===== src/rtl/ms_game_ctrl.sv =====
// Minesweeper game sequencer: turns user handshakes into one-hot, one-cycle datapath control pulses.
// Optional datapath-wait watchdog with ERR state: define WAIT_TIMEOUT_EN.

module ms_game_ctrl #(
  parameter int DISP_HOLD   = 4,
  parameter int MOVE_W      = 5,
  parameter int TIMEOUT_CYC = 255
) (
  input  logic              clka,
  input  logic              restart_n,
  input  logic              new_game,
  input  logic              data_valid,
  input  logic              alu_done,
  input  logic              display_done,
  input  logic              gameover,
  input  logic              win,
  output logic              dp_restart,
  output logic              dp_start,
  output logic              dp_load,
  output logic              dp_decode,
  output logic              dp_alu,
  output logic              dp_display,
  output logic              in_ready,
  output logic              in_ack,
  output logic              game_active,
  output logic              game_over_o,
  output logic              game_won_o,
  output logic [MOVE_W-1:0] move_count,
  output logic              ctrl_err
);

  typedef enum logic [3:0] {
    S_INIT, S_IDLE, S_START, S_WAIT_IN, S_LOAD, S_DECODE, S_ALU,
    S_ALU_WAIT, S_DISPLAY, S_DISP_WAIT, S_OVER
`ifdef WAIT_TIMEOUT_EN
    , S_ERR
`endif
  } state_t;

  localparam logic [MOVE_W-1:0] MOVE_MAX = '1;

  state_t     state, state_next;
  logic       over_flag, won_flag;
  logic [7:0] hold_cnt;
  logic       disp_exit;

  // The hold counter is sampled before its decrement: a value of 1 means it
  // reaches zero on this edge, so DISP_WAIT lasts exactly DISP_HOLD cycles.
  assign disp_exit = display_done && (hold_cnt <= 8'd1);

`ifdef WAIT_TIMEOUT_EN
  localparam int WD_W = $clog2(TIMEOUT_CYC + 1);

  logic [WD_W-1:0] wd_cnt;
  logic            wd_expired;

  assign wd_expired = (wd_cnt == WD_W'(TIMEOUT_CYC - 1));

  always_ff @(posedge clka or negedge restart_n) begin
    if (!restart_n) begin
      wd_cnt <= '0;
    end else if (state == S_ALU_WAIT || state == S_DISP_WAIT) begin
      wd_cnt <= wd_cnt + 1'b1;
    end else begin
      wd_cnt <= '0;
    end
  end
`else
  // Watchdog limit is only meaningful when the timeout feature is built in.
  localparam int unused_timeout = TIMEOUT_CYC;
`endif

  // NOTE: sequential state uses non-blocking assignments so every register
  // samples the pre-edge values, independent of statement order.
  always_ff @(posedge clka or negedge restart_n) begin
    if (!restart_n) begin
      state <= S_INIT;
    end else begin
      state <= state_next;
    end
  end

  always_comb begin
    // NOTE: default assignment first so no path leaves state_next unassigned,
    // which would otherwise infer a latch.
    state_next = state;
    case (state)
      S_INIT:     state_next = S_IDLE;
      S_IDLE:     if (new_game) state_next = S_START;
      S_START:    state_next = S_WAIT_IN;
      S_WAIT_IN: begin
        if (new_game)        state_next = S_START;
        else if (data_valid) state_next = S_LOAD;
      end
      S_LOAD:     state_next = S_DECODE;
      S_DECODE:   state_next = S_ALU;
      S_ALU:      state_next = S_ALU_WAIT;
      S_ALU_WAIT: begin
        if (alu_done) state_next = S_DISPLAY;
`ifdef WAIT_TIMEOUT_EN
        else if (wd_expired) state_next = S_ERR;
`endif
      end
      S_DISPLAY:  state_next = S_DISP_WAIT;
      S_DISP_WAIT: begin
        if (disp_exit) state_next = over_flag ? S_OVER : S_WAIT_IN;
`ifdef WAIT_TIMEOUT_EN
        else if (wd_expired) state_next = S_ERR;
`endif
      end
      S_OVER:     if (new_game) state_next = S_START;
`ifdef WAIT_TIMEOUT_EN
      S_ERR:      if (new_game) state_next = S_INIT;
`endif
      default:    state_next = S_INIT;
    endcase
  end

  // Game bookkeeping: move counter, latched result flags, display hold timer.
  always_ff @(posedge clka or negedge restart_n) begin
    if (!restart_n) begin
      move_count <= '0;
      over_flag  <= 1'b0;
      won_flag   <= 1'b0;
      hold_cnt   <= '0;
    end else begin
      case (state)
        S_START: begin
          move_count <= '0;
          over_flag  <= 1'b0;
          won_flag   <= 1'b0;
        end
        S_ALU_WAIT: begin
          if (alu_done) begin
            over_flag <= gameover;
            won_flag  <= win;
            if (move_count != MOVE_MAX) move_count <= move_count + 1'b1;
          end
        end
        S_DISPLAY:   hold_cnt <= 8'(DISP_HOLD);
        S_DISP_WAIT: if (hold_cnt != 8'd0) hold_cnt <= hold_cnt - 8'd1;
        default: ;
      endcase
    end
  end

  always_comb begin
    dp_restart  = 1'b0;
    dp_start    = 1'b0;
    dp_load     = 1'b0;
    dp_decode   = 1'b0;
    dp_alu      = 1'b0;
    dp_display  = 1'b0;
    in_ready    = 1'b0;
    in_ack      = 1'b0;
    game_active = 1'b0;
    game_over_o = 1'b0;
    game_won_o  = 1'b0;
    ctrl_err    = 1'b0;
    case (state)
      S_INIT:      dp_restart = 1'b1;
      S_START:     begin dp_start   = 1'b1; game_active = 1'b1; end
      S_WAIT_IN:   begin in_ready   = 1'b1; game_active = 1'b1; end
      S_LOAD:      begin dp_load    = 1'b1; in_ack = 1'b1; game_active = 1'b1; end
      S_DECODE:    begin dp_decode  = 1'b1; game_active = 1'b1; end
      S_ALU:       begin dp_alu     = 1'b1; game_active = 1'b1; end
      S_ALU_WAIT:  game_active = 1'b1;
      S_DISPLAY:   begin dp_display = 1'b1; game_active = 1'b1; end
      S_DISP_WAIT: game_active = 1'b1;
      S_OVER:      begin game_over_o = 1'b1; game_won_o = won_flag; end
`ifdef WAIT_TIMEOUT_EN
      S_ERR:       ctrl_err = 1'b1;
`endif
      default: ;
    endcase
  end

endmodule


===== config.mk =====
export PLATFORM = sky130hd
export DESIGN_NAME = ms_game_ctrl
export DESIGN_NICKNAME = d
export VERILOG_FILES = /design/src/rtl/ms_game_ctrl.sv
export SDC_FILE = /design/constraint.sdc
export NUM_CORES = 1
export LEC_CHECK = 0
export BUFFER_PORTS_ARGS = -buffer_cell sky130_fd_sc_hd__buf_4
export CAP_MARGIN = 20
export CORE_MARGIN = 3
export CORE_UTILIZATION = 54
export DETAILED_ROUTE_END_ITERATION = 16
export GPL_ROUTABILITY_DRIVEN = 0
export PLACE_DENSITY = 0.84
export SKIP_LAST_GASP = 1
export SLEW_MARGIN = 20
export SYNTH_ARGS = -nofsm -noshare
export SYNTH_HDL_FRONTEND = slang
export SYNTH_SLANG_ARGS = --single-unit

===== constraint.sdc =====
create_clock -name clka -period 2.6 [get_ports clka]
set_clock_uncertainty 0.15 [all_clocks]
set_input_delay 0.52 -clock clka [delete_from_list [all_inputs] [get_ports clka]]
set_output_delay 0.52 -clock clka [all_outputs]
set_load 0.01 [all_outputs]

Yosys cells after proc, flatten, opt, wreduce, memory -nomap -nowiden
Index checks and enable logic that the tools add are counted.
W data, S select, Z words.
{"block": "totals", "ff_bits": 19, "input_bits": 8, "out_inout_bits": 17, "elab_cells": 62}
{"block": "classes", "addsub": 2, "magnitude_cmp": 1, "eq_ne": 17, "n_mux": 26, "reduce_logical": 11}
{"cell": "$pmux W4 S10", "n": 1}
{"cell": "$mux W4", "n": 6}
{"cell": "$eq A4 B3 Y1 const B", "n": 4}
{"cell": "$pmux W8 S2", "n": 1}
{"cell": "$eq A4 B4 Y1 const B", "n": 3}
{"cell": "$mux W1", "n": 12}
{"cell": "$mux W5", "n": 2}
{"cell": "$pmux W5 S2", "n": 1}
{"cell": "$eq A4 B2 Y1 const B", "n": 2}
{"cell": "$le A8 B1 Y1 const B", "n": 1}
{"cell": "$mux W8", "n": 1}
{"cell": "$ne A2 B2 Y1 const B", "n": 4}
{"cell": "$reduce_bool A8 Y1", "n": 1}
{"cell": "$reduce_or A8 Y1", "n": 1}
{"cell": "$sub A8 B1 Y8 const B", "n": 1}
{"cell": "$add A5 B1 Y5 const B", "n": 1}
{"cell": "$ne A5 B5 Y1 const B", "n": 1}
{"cell": "$eq A4 B1 Y1 const B", "n": 1}
{"cell": "$logic_not A4 Y1", "n": 1}
{"cell": "$pmux W1 S2", "n": 2}
{"cell": "$reduce_and A2 Y1", "n": 2}
{"cell": "$reduce_and A4 Y1", "n": 1}
{"cell": "$reduce_bool A2 Y1", "n": 2}
{"cell": "$ne A3 B3 Y1 const B", "n": 1}
{"cell": "4 further kinds", "n": 4}

Depth between registers and ports, before layout
Gate-level depths: netlist (run 1).
{"block": "logic_depth", "depth_word": 4, "mapped_depth": 7, "ltp_nobuf": 7}

Worst setup path after synthesis (run 1)
Ideal clock, no wire load.
{"block": "synth_path", "path_kind": "flip-flop to output port", "startpoint": "reg state[1]", "endpoint": "out game_won_o", "t_arrival_ns": 1.400, "required_time_ns": 1.930, "slack_ns": 0.530, "path_stages_with_launch": 5, "n_path_buf": 1, "path_cell_list": "dfrtp_1 clkbuf_1 nor2b_1 nor3b_1 and2_1"}
{"block": "synth_via", "elab_chain_cells": 2}
{"element": "from (decl)", "line": "42", "text": "state_t state, state_next;"}
{"element": "from (signal assigned)", "line": "79", "text": "state <= state_next;"}
{"element": "$eq A4 B4 Y1", "line": "160", "text": "case (state)"}
{"element": "$mux W1", "line": "160"}
{"element": "to (decl)", "line": "27", "text": "output logic game_won_o,"}
Every way passes these cells.

Worst setup path after layout (run 1)
{"block": "layout_path", "startpoint": "reg state[1]", "endpoint": "out dp_display"}
{"block": "layout_via", "elab_chain_cells": 2}
{"element": "$eq A4 B4 Y1", "line": "160"}
{"element": "$mux W1", "line": "160"}
{"element": "to (decl)", "line": "22", "text": "output logic dp_display,"}
Every way passes these cells.

==> flow_summary.ini, run 1 <==
[status]
status = finished clean

[clock_network]
clkSlewWorstSetupHoldPaths_ns = 0.10
clock_tree.buffer_depth = 2
cts_max_level = 1
cts.repair_timing.setup_buffer_count = 0
cts_num_sinks = 19
clk_root_buffer_cell = sky130_fd_sc_hd__clkbuf_4
tritoncts_clock_tree = yes
numCtsBuffers = 3
clock_insertion_delay_worst_skew_ns = 0.28

[power]
power.leakage_uw = 0.0006604
power.ir.vdd_worst_uv = 634.3
cellPowerDensity_mw_per_mm2 = 955.5

[yosys]
synth_simple_gate_area_share_pct = 22.05
syn_inst_count = 131
post_synth.cell_area_avg_um2 = 9.398
postSynth.asyncResetShare_pct = 100.0
flip_flop_and_latch_count_after_synthesis = 19
yosys-mux-area-fraction_pct = 4.878
synth-compound-area-share_pct = 19.41
synth.net_count = 143
synth_adder_area_share_pct = 4.065
combinational_family_with_the_most_area_after_synthesis = simple AND/OR/NAND/NOR gates
edff_count_synth = 0
syn-cell-area_mm2 = 0.001231
yosys.area_share.xor_xnor_pct = 2.846
sequential_element_share_of_the_synthesized_area_pct = 38.62
synthDistinctLibCells = 44
netlist.top_cell.by_area = sky130_fd_sc_hd__dfrtp_1
netlist.area_leader.share_pct = 38.62
netlist_top_cells_area = sky130_fd_sc_hd__dfrtp_1 39%, sky130_fd_sc_hd__mux2i_1 4.9%, sky130_fd_sc_hd__ha_1 4.1%
yosysWarningCount = 0
ys.flop_type = sky130_fd_sc_hd__dfrtp_1

[sta]
finalSetupViolCount = 0
transition_at_the_pin_with_the_smallest_max_transition_slack_ns = 0.6736
timing.setup.tns_ns = 0
max_freq_mhz = 398.3
final_setup_slack_of_the_worst_path_ns = 0.08941
final_period_minus_worst_setup_slack_ns = 2.511
report.final.hold_viol_count = 0
setup_repair_after_global_routing_missed_its_margin = false
slew_headroom_pct = 54.98
layout_worst_path_cycle_share_pct = 96.56
timing_max_transition_violations_final = 0

[place]
detailedPlace.worstSlack_ns = 0.3651
buffer_ports.inserted = 23
hpwlAfterDp_um = 1957

[global_routing]
grt_pass1_vias = 936
grt_pass1_wl_um = 4291
grt_overflow = 0
grt_util_met3_pct = 3.601
antenna_found_initial = 0
gr-usage-met2_pct = 35.69
gr-max-usage-layer = met2
met1_track_demand_over_resource_pct = 25.69
grt_util_all_layers_pct = 20.22
grt_start_max_net_pins = 20

[floorplan]
core_region_area_mm2 = 0.002062
number_of_placement_rows = 16
dieArea_mm2 = 0.002889
floorplan.io_pins = 25
die_height_um = 53.75
width_of_the_chip_um = 53.75
initial_core_utilization_pct = 59.71

[routing]
drc = 0
route.antenna.remaining_nets = 0
drt_pass1_iterations = 4
wl_per_cell_um = 14.41
via_count = 1033
detailedRoute.firstIterationViolations = 21
drt_wl_total_um = 2550
vias_per_cell = 5.836

[critical_path]
cp_cell_sequence = or4_1 > inv_1 > buf_4
cp.arrival_ns = 1.84
critical_path_buf_inv_count = 2
path_class = reg -> out
cp.required_ns = 1.93
setup.worst_path.end_class = primary output
path_delay_family = simple AND/OR/NAND/NOR gates
worst_path_max_delay_cell = sky130_fd_sc_hd__or4_1
cpPeakStageDelay_ns = 0.66
crit_path_start_kind = flop
timing.critical_path.fanout_max = 13

[hold_path]
min-delay-path-class = in -> reg

[final_layout]
num_antenna_cells = 0
syn_to_final_growth_pct = 15.65
finalNetCount = 163
final_layout_size_suffix_gt1_share_pct = 22.00

[run]
drv.max_cap_violation_count = 0
## worst min-delay path, stage by stage
cell,delay (ns)
sky130_fd_sc_hd__buf_4,0.08
sky130_fd_sc_hd__nand3_1,0.06
sky130_fd_sc_hd__nand2_1,0.06
## sequential cells by signal, indices dropped and copies added, names as in the netlist
| signal | count |
|---|---|
| hold_cnt | 8 |
| move_count | 5 |
| over_flag | 1 |
| state | 4 |
| won_flag | 1 |
## cells in the mapped netlist, types with 4 or more instances
cell / count
sky130_fd_sc_hd__dfrtp_1: 19
sky130_fd_sc_hd__inv_1: 12
sky130_fd_sc_hd__nand2_1: 9
sky130_fd_sc_hd__nor2_1: 7
sky130_fd_sc_hd__mux2i_1: 6
sky130_fd_sc_hd__a21oi_1: 5
sky130_fd_sc_hd__a22o_1: 4
sky130_fd_sc_hd__clkbuf_1: 4
sky130_fd_sc_hd__ha_1: 4
sky130_fd_sc_hd__nand3_1: 4
sky130_fd_sc_hd__nor3_1: 4
sky130_fd_sc_hd__or4_1: 4
## through the flow
| step | cell area (um2) | util (%) | cells | total power (uW) | hold WS, ns |
|---|---|---|---|---|---|
| 5_1_grt | 1424 | 69.05 | 177 | 1473 | 0.3120 |
| 2_1_floorplan | 1231 | - | 131 | 1030 | 0.07441 |
| 4_1_cts | 1423 | 68.99 | 177 | 1362 | 0.3036 |
| 6_report | 1424 | 69.05 | 177 | 1360 | 0.3080 |
| 3_5_place_dp | 1386 | 67.23 | 172 | 1216 | 0.2534 |
| 3_3_place_gp | 1386 | 67.23 | 172 | 1186 | 0.2554 |
## final timing paths
path,from,endpoint,slack (ns),cells after the start
setup / recovery,state[1]$_DFFE_PN0P_,dp_display,0.09,3
hold / removal,win,won_flag$_DFFE_PN0P_,0.31,3
setup reg to reg,hold_cnt[4]$_DFFE_PN0P_,state[3]$_DFFE_PN0P_,0.46,4
hold reg to reg,won_flag$_DFFE_PN0P_,won_flag$_DFFE_PN0P_,0.38,2
max in group asynchronous,restart_n,state[3]$_DFFE_PN0P_,1.60,2
min in group asynchronous,restart_n,hold_cnt[6]$_DFFE_PN0P_,0.49,2
## timing repair
action / in CTS / in global routing
endpoints found under the setup margin: 0 / 1
hold buffers: 1 / 0
endpoints found under the hold margin: 19 / 0
gates resized for setup: 0 / 1
## power breakdown
group	switching, uW	leakage [uW]	total [uW]	internal (uW)
registers	152	0.000251	535	383
clock network	83.9	0.0000150	143	59.5
logic	361	0.000394	682	321
## layout make-up
type	instances	area, um2
well taps	27	33.78
repair buffers	24	182.7
inverters	12	45.04
multi-input cells	91	659.4
clock buffers	4	26.28
flip-flops and latches	19	476.7
fillers	162	638.1
## layout by cell type, fill, tap and decap left out, drive strengths merged, types with 2 or more instances in the layout
cell type and count:
inv 12, o31a 2, nand2 9, ha 4, mux2i 6, dfrtp 19
nand3 4, nor2b 2, buf 23, o21ai 2, nor2 7, o31ai 3
a22o 4, o22ai 2, nor3 4, nor4 2, o211ai 2, a211oi 4
and3 2, nor3b 2, clkbuf 4, a21oi 5, xor2 3, nand3b 2
or4 5
## per-layer routing
layer	vias up	wire (um)
met5	-	0
met4	0	10
met3	2	120
met2	31	1283
met1	485	1135
li1	515	-
## cell families after synthesis
group | Yosys count
AND/OR/NAND/NOR | 46
AO/OA/AOI/OAI | 30
buffers and inverters | 21
flip-flops | 19
multiplexers | 6
adder cells (fa/ha/maj) | 4
XOR/XNOR | 4
other | 1
No activity file was read; power rests on OpenSTA's default activity.
==> run 2: changes to the inputs <==
Settings changed: REMOVE_ABC_BUFFERS set to 1.
==> flow_summary.ini, run 2 (synthesis gave the netlist of run 1 again) <==
[status]
status = finished clean

[routing]
drt_wl_total_um = 2540
wl_per_cell_um = 14.27
route.antenna.remaining_nets = 0
via_count = 1046
detailedRoute.firstIterationViolations = 17
vias_per_cell = 5.876
drt_pass1_iterations = 4
drc = 0

[run]
drv.max_cap_violation_count = 0

[critical_path]
cp.arrival_ns = 1.81
cp.required_ns = 1.93
path_class = reg -> out
setup.worst_path.end_class = primary output
crit_path_start_kind = flop
timing.critical_path.fanout_max = 13

[floorplan]
core_region_area_mm2 = 0.002062
die_height_um = 53.75
dieArea_mm2 = 0.002889
width_of_the_chip_um = 53.75
initial_core_utilization_pct = 59.71
number_of_placement_rows = 16
floorplan.io_pins = 25

[clock_network]
cts_max_level = 1
tritoncts_clock_tree = yes
clock_tree.buffer_depth = 2
clkSlewWorstSetupHoldPaths_ns = 0.10
numCtsBuffers = 3
cts_num_sinks = 19
cts.repair_timing.setup_buffer_count = 0
clk_root_buffer_cell = sky130_fd_sc_hd__clkbuf_4
clock_insertion_delay_worst_skew_ns = 0.30

[hold_path]
min-delay-path-class = in -> reg

[place]
detailedPlace.worstSlack_ns = 0.2860
hpwlAfterDp_um = 1888
buffer_ports.inserted = 23
dpl-instance-area_mm2 = 0.001394

[power]
power.ir.vdd_worst_uv = 602.5
cellPowerDensity_mw_per_mm2 = 956.3
power.leakage_uw = 0.0006658

[sta]
final_setup_slack_of_the_worst_path_ns = 0.1178
timing.hold.ws_ns = 0.2903
setup_repair_after_global_routing_missed_its_margin = false
final_period_minus_worst_setup_slack_ns = 2.482
report.final.hold_viol_count = 0
timing_max_transition_violations_final = 0
timing.setup.tns_ns = 0
finalSetupViolCount = 0
layout_worst_path_cycle_share_pct = 95.47
max_freq_mhz = 402.9

[global_routing]
grt_start_max_net_pins = 20
grt_pass1_wl_um = 4457
grt_pass1_vias = 1025
antenna_found_initial = 0
grt_overflow = 0
grt_util_all_layers_pct = 21.33

[final_layout]
final_cell_mix = 24 x sky130_fd_sc_hd__buf_4, 18 x sky130_fd_sc_hd__dfrtp_1, 11 x sky130_fd_sc_hd__inv_1, 9 x sky130_fd_sc_hd__nand2_1, 7 x sky130_fd_sc_hd__nor2_1
flip_flop_count_of_the_largest_register_after_layout = 8
final_common_cell = sky130_fd_sc_hd__buf_4
max_flop_register = hold_cnt
largestRegisters = hold_cnt (8), move_count (5), state (4)
num_antenna_cells = 0
final_layout_size_suffix_gt1_share_pct = 23.84
finalNetCount = 164
filler_cell_count = 171
finalInstanceArea_mm2 = 0.001433
syn_to_final_growth_pct = 16.36
==> run 2: cell types whose count changed in the layout (fill, tap and decap cells not counted) <==
cell / previous run / this run
sky130_fd_sc_hd__inv_1: 12 / 11
sky130_fd_sc_hd__inv_2: 0 / 1
sky130_fd_sc_hd__buf_4: 23 / 24
sky130_fd_sc_hd__clkbuf_1: 1 / 0
sky130_fd_sc_hd__clkinv_2: 0 / 1
==> run 2: final cells by class <==
class | instances | area [um2] | share of cell area [%]
inverter | 12 | 45.04 | 3.144
sequential | 19 | 476.7 | 33.28
multi-input combinational | 91 | 659.4 | 46.03
tap | 27 | 33.78 | 2.358
clock inverter | 1 | 5.005 | 0.3493
timing repair buffer | 25 | 190.2 | 13.28
clock buffer | 3 | 22.52 | 1.572
==> run 2: final timing paths <==
path | start | cells after the start | slack, ns | end
min | gameover | 3 | 0.29 | over_flag$_DFFE_PN0P_
max reg2reg | hold_cnt[4]$_DFFE_PN0P_ | 4 | 0.45 | state[0]$_DFFE_PN0P_
min in group asynchronous | restart_n | 2 | 0.46 | hold_cnt[7]$_DFFE_PN0P_
max in group asynchronous | restart_n | 2 | 1.62 | state[3]$_DFFE_PN0P_
min reg2reg | won_flag$_DFFE_PN0P_ | 2 | 0.36 | won_flag$_DFFE_PN0P_
max | state[1]$_DFFE_PN0P_ | 3 | 0.12 | dp_display
==> run 2: per-layer routing <==
| metal | vias up | share of wire, % | GRT usage, % |
|---|---|---|---|
| met1 | 502 | 45 | 26.27 |
| met5 | - | 0 | 0 |
| met4 | 0 | 1.5 | 11.06 |
| met3 | 4 | 4.1 | 3.324 |
| met2 | 25 | 49 | 35.69 |
| li1 | 515 | - | - |
==> run 2: report_power, final <==
group	switching [uW]	internal [uW]	total, uW	leakage (uW)
logic	352	333	685	0.000397
clock network	95.3	57.4	153	0.0000177
registers	150	383	533	0.000251
==> run 2: critical path: stages, from the launching register on <==
cell and delay, ns:
sky130_fd_sc_hd__dfrtp_1 0.51, sky130_fd_sc_hd__or4_1 0.69, sky130_fd_sc_hd__inv_2 0.18, sky130_fd_sc_hd__buf_4 0.14
==> run 2: per-stage QoR <==
stage | instances | utilization [%] | total power [uW]
after CTS | 178 | 69.48 | 1384
after detailed placement | 173 | 67.60 | 1224
after floorplan | 122 | - | 977.3
final | 178 | 69.48 | 1370
after global placement | 173 | 67.60 | 1195
after global routing | 178 | 69.48 | 1499
==> run 2: timing repair <==
item,4_1_cts,5_1_grt
hold endpoints to repair,19,0
gates resized for setup,1,1
hold buffers,1,0
pin swaps,0,0
setup endpoints to repair,1,1
